$ cat src/rtl/instr_fetch_unit.sv
// instr_fetch_unit: PC owner and req/ack instruction fetch with timeout fault
module instr_fetch_unit #(
    parameter int                ADDR_W   = 16,
    parameter int                DATA_W   = 16,
    parameter logic [ADDR_W-1:0] RESET_PC = 16'h0000,
    parameter int                TIMEOUT  = 15
) (
    input  logic              I_clk,
    input  logic              I_reset_n,
    input  logic              I_enfetch,
    input  logic              I_pc_load,
    input  logic [ADDR_W-1:0] I_pc_target,
    output logic              O_imem_req,
    output logic [ADDR_W-1:0] O_imem_addr,
    input  logic              I_imem_ack,
    input  logic [DATA_W-1:0] I_imem_data,
    output logic [DATA_W-1:0] O_instr,
    output logic              O_instr_valid,
    output logic [ADDR_W-1:0] O_pc,
    output logic              O_busy,
    output logic              O_overrun,
    output logic              O_fault
);
    localparam int         CW      = $clog2(TIMEOUT + 1);
    localparam logic [1:0] S_IDLE  = 2'd0;
    localparam logic [1:0] S_REQ   = 2'd1;
    localparam logic [1:0] S_FAULT = 2'd2;
    logic [1:0]        state;
    logic [CW-1:0]     cnt;
    logic              pend;
    logic [ADDR_W-1:0] pend_pc;
    // fetch FSM: issue request, hold it until ack or timeout, then advance PC
    always_ff @(posedge I_clk or negedge I_reset_n) begin
        if (!I_reset_n) begin
            state         <= S_IDLE;
            cnt           <= '0;
            pend          <= 1'b0;
            pend_pc       <= '0;
            O_pc          <= RESET_PC;
            O_imem_req    <= 1'b0;
            O_imem_addr   <= '0;
            O_instr       <= '0;
            O_instr_valid <= 1'b0;
            O_busy        <= 1'b0;
            O_overrun     <= 1'b0;
            O_fault       <= 1'b0;
        end else begin
            O_instr_valid <= 1'b0;
            case (state)
                S_IDLE: begin
                    if (I_pc_load)
                        O_pc <= I_pc_target;
                    if (I_enfetch) begin
                        state       <= S_REQ;
                        O_imem_req  <= 1'b1;
                        O_busy      <= 1'b1;
                        cnt         <= '0;
                        O_imem_addr <= I_pc_load ? I_pc_target : O_pc;
                    end
                end
                S_REQ: begin
                    if (I_enfetch)
                        O_overrun <= 1'b1;
                    if (I_pc_load) begin
                        pend    <= 1'b1;
                        pend_pc <= I_pc_target;
                    end
                    if (I_imem_ack) begin
                        state         <= S_IDLE;
                        O_instr       <= I_imem_data;
                        O_instr_valid <= 1'b1;
                        O_imem_req    <= 1'b0;
                        O_busy        <= 1'b0;
                        pend          <= 1'b0;
                        O_pc          <= I_pc_load ? I_pc_target : pend ? pend_pc : O_pc + 1'b1;
                    end else if (cnt == CW'(TIMEOUT - 1)) begin
                        state      <= S_FAULT;
                        O_imem_req <= 1'b0;
                        O_fault    <= 1'b1;
                    end else begin
                        cnt <= cnt + 1'b1;
                    end
                end
                S_FAULT: begin
                    if (I_enfetch)
                        O_overrun <= 1'b1;
                end
                default: state <= S_IDLE;
            endcase
        end
    end
endmodule

$ cat config.mk
export PLATFORM = sky130hd
export DESIGN_NAME = instr_fetch_unit
export DESIGN_NICKNAME = d
export VERILOG_FILES = /design/src/rtl/instr_fetch_unit.sv
export SDC_FILE = /design/constraint.sdc
export NUM_CORES = 1
export LEC_CHECK = 0
export CORE_ASPECT_RATIO = 2
export CORE_MARGIN = 1.5
export CORE_UTILIZATION = 54
export DETAILED_ROUTE_END_ITERATION = 8
export GPL_ROUTABILITY_DRIVEN = 0
export GPL_TIMING_DRIVEN = 0
export PLACE_DENSITY = 0.94
export SLEW_MARGIN = 20
export SYNTH_ARGS = -nofsm -noshare
export SYNTH_HDL_FRONTEND = slang
export SYNTH_SLANG_ARGS = --single-unit
$ cat constraint.sdc
create_clock -name I_clk -period 5.3 [get_ports I_clk]
set_input_delay 1.06 -clock I_clk [delete_from_list [all_inputs] [get_ports I_clk]]
set_output_delay 1.06 -clock I_clk [all_outputs]
set_load 0.02 [all_outputs]
==> results of run 1 <==
layer usage:
metal  vias up  part of all wire, %  global-route usage (%)
met5         -                    0                       0
met4         0                  6.5                    21.9
met3        68                  7.0                    5.80
met2       240                   52                    51.3
met1      1837                   34                    32.2
li1       1681                    -                       -
power groups by stage:
stage / Sequential (W) / Clock, W / Combinational (W)
after global placement: 0.00107 / 0 / 0.00158
after floorplan: 0.00127 / 0 / 0.000768
final: 0.00110 / 0.000678 / 0.00166
after detailed placement: 0.00109 / 0 / 0.00163
after global routing: 0.00113 / 0.000704 / 0.00178
after CTS: 0.00109 / 0.000684 / 0.00166
Yosys cell counts (all sizes together), types with 3 or more instances:
cell type / number / area share, %
nand2b: 7 / 1.1
o31ai: 5 / 0.95
a22oi: 5 / 0.95
ha: 6 / 1.9
nand3: 13 / 1.6
a31oi: 3 / 0.47
inv: 7 / 0.66
nor2b: 3 / 0.47
a221oi: 3 / 0.98
nand4: 4 / 1.0
nand3b: 3 / 0.57
nor2: 30 / 2.8
o21ai: 17 / 2.1
and2: 4 / 0.63
dfrtp: 76 / 48
nand2: 71 / 6.7
xor2: 4 / 0.88
mux2i: 16 / 4.0
mux2: 17 / 4.8
buf: 14 / 1.8
and3: 3 / 0.47
nor3: 9 / 1.1
a21oi: 26 / 3.3
clkbuf: 11 / 1.1
o22ai: 5 / 0.79
o21a: 3 / 0.57
worst paths after layout:
check / cells after the start / to
min: 1 / O_fault$_DFFE_PN0P_
min reg2reg: 1 / O_fault$_DFFE_PN0P_
min in group asynchronous: 1 / O_imem_req$_DFFE_PN0P_
max in group asynchronous: 2 / pend_pc[13]$_DFFE_PN0P_
max reg2reg: 7 / O_imem_addr[13]$_DFFE_PN0P_
max: 6 / O_pc[12]$_DFFE_PN0P_
worst reg2reg max path, stage by stage (launching register included):
cell	delay, ns
dfrtp_1	0.40
inv_1	0.10
ha_1	0.26
buf_2	0.27
and2_1	0.15
clkbuf_1	0.30
clkbuf_1	0.42
a21oi_1	0.14
through the flow:
stage	setup WS (ns)	hold WS (ns)	cell area (µm²)	cells
floorplan	3.09	0.470	3970	412
global placement	0.620	0.443	4960	592
detailed placement	2.32	0.449	4990	593
CTS	2.68	0.459	5330	609
global route	2.51	0.474	5330	609
finish	2.64	0.462	5330	609
sequential cells by signal, summed over array words and instances (netlist names):
name and flops:
cnt 4, O_imem_req 1, O_overrun 1, O_fault 1, O_instr 16, state 2, O_pc 16, O_imem_addr 16
O_busy 1, pend 1, O_instr_valid 1, pend_pc 16
logic make-up after synthesis:
family | after synthesis | synth area share, %
xor gates and xnor gates | 5 | 1.10
AOI/OAI and AO/OA | 103 | 18.2
DFF | 76 | 47.9
muxes | 33 | 8.86
and+or+nand+nor | 156 | 18.4
adders and majority gates | 6 | 1.89
buffers and inverters | 33 | 3.59
cell type report:
class                      instances  area share, %
clock buffer                      12           5.00
sequential                        76           35.7
tap                               92           2.16
inverter                           8          0.564
timing repair buffer              89           17.0
buffer                            25           2.11
multi-input combinational        303           36.1
clock inverter                     4           1.32
==> run_results.csv, run 1 <==
group,metric,value,unit
setup_path,startpoint,"I_imem_ack",
global_routing,grt_pass1_vias,3923,
clocking,cts_resized,0,
detailed_routing,vias_per_cell,6.28,
timing,rsz0062_at_grt,"false",
setup_path,r2r-start,"state[0]$_DFFE_PN0P_",
die,core,7210,µm²
setup_path,worstSetupPathType,"input pin to flip-flop",
die,rows,44,
power,seqPwrFrac,31.9,%
synth,synth_edf_count,0,
timing,finalSetupViolations,0,
power,p_total,0.00344,W
finish,seqCellArea,1900,µm²
clocking,clock_path_buffers,2,
finish,utilization,73.9,%
setup_path,cpLargestDelayFamily,"buffers and inverters",
clocking,clkLatencyLatePin,0.34,ns
finish,fillerInstances,513,
global_routing,grt_overflow_total,0,
die,initial_utilization,55.0,%
global_routing,grt_usage,30.1,%
setup_path,cp-start-kind,"input pin",
flow_run,maxCapViolCount,0,
finish,final_nets,555,
clocking,clkSlewWorstSetupHoldPaths,0.06,ns
synth,yosys_register_bits,76,
clocking,cts_tree,"built",
detailed_routing,routedWlPerCell,18.7,µm
clocking,cts-root-buf,"clkbuf_16",
die,dieArea,7900,µm²
global_routing,grt_pass1_wl,18400,µm
finish,multi_input_area,1920,µm²
timing,setup_tns,0,ns
finish,layout-drive-gt1-share,11.6,%
timing,final.min_clock_period,2.66,ns
synth,synthFlopType,"dfrtp_1",
die,dieHeight,124,µm
setup_path,endpoint_kind,"flip-flop",
timing,min_period_over_period,50.2,%
synth,async_flop_share,100,%
setup_path,crit_path_top_delay_cell,"clkdlybuf4s50_1",
synth,seq_area_frac_synth,47.9,%
hold_path,hp-class,"flip-flop to flip-flop",
finish,layout_common_cells,"clkdlybuf4s50_1, dfrtp_1, nand2_1",
clocking,cts_sinks,76,
timing,skew,0.00636,ns
die,die-width,63.6,µm
power,combPwrFrac,48.4,%
setup_path,cp.arrival,2.85,ns
timing,fmax,376,MHz
global_routing,antenna_found_initial,0,
setup_path,path_max_fanout,10,
power,switching_share,40.7,%
place,hpwl,8090,µm
timing,finalHoldViolations,0,
detailed_routing,drt_pre_antenna_iters,8,
power,p_clk_share,19.7,%
detailed_routing,vias,3826,
synth,ys_warn_count,0,
finish,mostFrequentLayoutCell,"clkdlybuf4s50_1",
power,p_leak,2.29,nW
finish,diodes,0,
power,powerDensity,646,nW/µm²
setup_path,max_stage_delay,0.52,ns
timing,report.final.slew_viol_count,0,
timing,relSlewSlack,59.3,%
synth,synth_area_per_cell,9.63,µm²
global_routing,grt_start_max_net_pins,61,
setup_path,crit_required,5.49,ns
clocking,numCtsBuffers,9,
detailed_routing,postRouteWirelength,11400,µm
synth,synth.distinct_cells,62,
synth,synthCells,412,
detailed_routing,final_antenna_net_count,0,
die,io_pins,90,
status,status,"complete, no violations",
finish,synthToLayoutAreaGrowth,34.2,%
detailed_routing,drc,0,
power,p_int,0.00204,W
hold_path,hold_start,"O_fault$_DFFE_PN0P_",
synth,netlist_area,3970,µm²
place,port_buffers,88,
power,switchingPower,0.00140,W
synth,syn-num-nets,455,
clocking,htreeDepth,3,
setup_path,crit_chain,"clkdlybuf4s50_1 > buf_2 > mux2i_1 > o21a_1 > a2111oi_0 > a211oi_1",
detailed_routing,dr.first_iter.drc_count,411,
setup_path,crit_buf_inv,2,
clocking,cts_setup_buffers,0,
timing,worst_pin_slew,0.611,ns
power,peakVddDrop,0.390,mV
clocking,hold_buffers,0,
setup_path,rrSetupSlack,3.11,ns
Power figures use the tool's default switching activity.
==> inputs of run 2 (changes only) <==
--- a/config.mk
+++ b/config.mk
@@ -7,11 +7,11 @@
 export LEC_CHECK = 0
 export CORE_ASPECT_RATIO = 2
 export CORE_MARGIN = 1.5
-export CORE_UTILIZATION = 54
+export CORE_UTILIZATION = 51
 export DETAILED_ROUTE_END_ITERATION = 8
 export GPL_ROUTABILITY_DRIVEN = 0
 export GPL_TIMING_DRIVEN = 0
-export PLACE_DENSITY = 0.94
+export PLACE_DENSITY = 0.9
 export SLEW_MARGIN = 20
 export SYNTH_ARGS = -nofsm -noshare
 export SYNTH_HDL_FRONTEND = slang
==> constraint.sdc (replaced) <==
create_clock -name I_clk -period 2.46 [get_ports I_clk]
set_input_delay 0.492 -clock I_clk [delete_from_list [all_inputs] [get_ports I_clk]]
set_output_delay 0.492 -clock I_clk [all_outputs]
set_load 0.02 [all_outputs]
==> run_results.csv, run 2 (synthesis results as in run 1) <==
group,metric,value,unit
setup_path,crit_required,2.65,ns
finish,fin_area,5280,µm²
die,rows,45,
die,initial_utilization,52.6,%
setup_path,cp-start-kind,"input pin",
die,dieArea,8350,µm²
clocking,cts_sinks,76,
global_routing,grt_pass1_vias,3978,
die,io_pins,90,
setup_path,path_max_fanout,10,
finish,mostFrequentLayoutCell,"clkdlybuf4s50_1",
power,p_leak,2.27,nW
clocking,cts_tree,"built",
timing,holdWs,0.0865,ns
timing,finalHoldViolations,0,
detailed_routing,drc,0,
die,core,7540,µm²
finish,synthToLayoutAreaGrowth,33.1,%
setup_path,crit_buf_inv,2,
finish,layout-drive-gt1-share,11.2,%
clocking,htreeDepth,3,
place,hpwl,8340,µm
global_routing,grt_pass1_wl,18400,µm
clocking,cts_setup_buffers,0,
detailed_routing,dr.first_iter.drc_count,323,
setup_path,endpoint_kind,"flip-flop",
finish,final_nets,555,
place,port_buffers,88,
finish,fillerInstances,589,
setup_path,crit_path_top_delay_cell,"clkdlybuf4s50_1",
global_routing,grt_usage,28.8,%
setup_path,rrSetupSlack,0.33,ns
clocking,hold_buffers,0,
global_routing,grt_start_max_net_pins,49,
finish,layout_common_cells,"clkdlybuf4s50_1, dfrtp_1, nand2_1",
timing,final.min_clock_period,2.14,ns
timing,worst_pin_slew,0.673,ns
clocking,cts-root-buf,"clkbuf_16",
power,p_total,0.00721,W
setup_path,cp.arrival,2.33,ns
timing,finalSetupViolations,0,
power,powerDensity,1360,nW/µm²
timing,rsz0062_at_grt,"false",
timing,fmax,467,MHz
die,die-width,65.4,µm
setup_path,cpLargestDelayFamily,"compound AO/OA/AOI/OAI gates",
detailed_routing,final_antenna_net_count,0,
place,post_dp_cell_area,4990,µm²
finish,diodes,0,
hold_path,hp-class,"input pin to asynchronous set/reset pin",
global_routing,grt_overflow_total,0,
global_routing,antenna_found_initial,0,
status,status,"complete, no violations",
detailed_routing,vias,3724,
die,dieHeight,128,µm
timing,skew,0.00501,ns
timing,min_period_over_period,87.1,%
flow_run,maxCapViolCount,0,
power,peakVddDrop,0.672,mV
setup_path,worstSetupPathType,"input pin to flip-flop",
setup_path,crit_chain,"clkdlybuf4s50_1 > buf_2 > mux2i_1 > o21a_1 > a2111oi_0 > a211oi_1",
timing,setup_tns,0,ns
detailed_routing,postRouteWirelength,11400,µm
timing,report.final.slew_viol_count,0,
clocking,clkLatencyLatePin,0.33,ns
clocking,cts_resized,0,
clocking,numCtsBuffers,9,
clocking,clkSlewWorstSetupHoldPaths,0.05,ns
detailed_routing,vias_per_cell,6.10,
detailed_routing,routedWlPerCell,18.7,µm
detailed_routing,drt_pre_antenna_iters,5,
clocking,clock_path_buffers,2,
setup_path,max_stage_delay,0.52,ns
timing,relSlewSlack,55.1,%
## run 2: cell count changes in the layout (fill, tap and decap cells not counted), sizes merged
cell / delta
bufinv: -2
clkbuf: +2
clkinv: -1
## run 2: final timing paths
check	start	endpoint	cells after the start
worst max-delay path	I_imem_ack	O_pc[12]$_DFFE_PN0P_	6
worst min-delay path	I_reset_n	O_imem_addr[12]$_DFFE_PN0P_	1
worst max register to register	state[0]$_DFFE_PN0P_	O_imem_addr[9]$_DFFE_PN0P_	7
worst min register to register	O_fault$_DFFE_PN0P_	O_fault$_DFFE_PN0P_	1
max in group asynchronous	I_reset_n	state[0]$_DFFE_PN0P_	2
min in group I_clk	O_fault$_DFFE_PN0P_	O_fault$_DFFE_PN0P_	1
## run 2: layout make-up
| type | count | area (µm²) | share of cell area, % |
|---|---|---|---|
| flip-flops and latches | 76 | 1900 | 36.0 |
| plain buffers | 25 | 113 | 2.13 |
| well taps | 94 | 118 | 2.23 |
| multi-input cells | 303 | 1920 | 36.4 |
| clock buffers | 14 | 284 | 5.38 |
| repair buffers | 89 | 906 | 17.2 |
| clock inverters | 1 | 5.00 | 0.0948 |
| inverters | 8 | 30.0 | 0.569 |
## run 2: power by group
| group | total [W] | internal, W | switching, W |
|---|---|---|---|
| Clock | 0.00127 | 0.000786 | 0.000480 |
| Sequential | 0.00236 | 0.00183 | 0.000527 |
| Combinational | 0.00358 | 0.00160 | 0.00198 |
| Total | 0.00721 | 0.00422 | 0.00299 |
## run 2: routing by layer
layer / vias up / wire (µm) / global-route usage [%]
li1: 1674 / - / -
met1: 1760 / 4120 / 31.8
met2: 224 / 5940 / 47.7
met3: 66 / 734 / 6.41
met4: 0 / 599 / 20.7
met5: - / 0 / 0
## run 2: per-stage QoR
stage | setup WS (ns) | cells | utilization [%]
6_report | 0.316 | 610 | 70.0
5_1_grt | 0.189 | 610 | 70.0
4_1_cts | 0.341 | 610 | 70.0
3_5_place_dp | 0.00929 | 595 | 66.2
3_3_place_gp | -1.68 | 594 | 65.8
2_1_floorplan | 0.748 | 412 | -
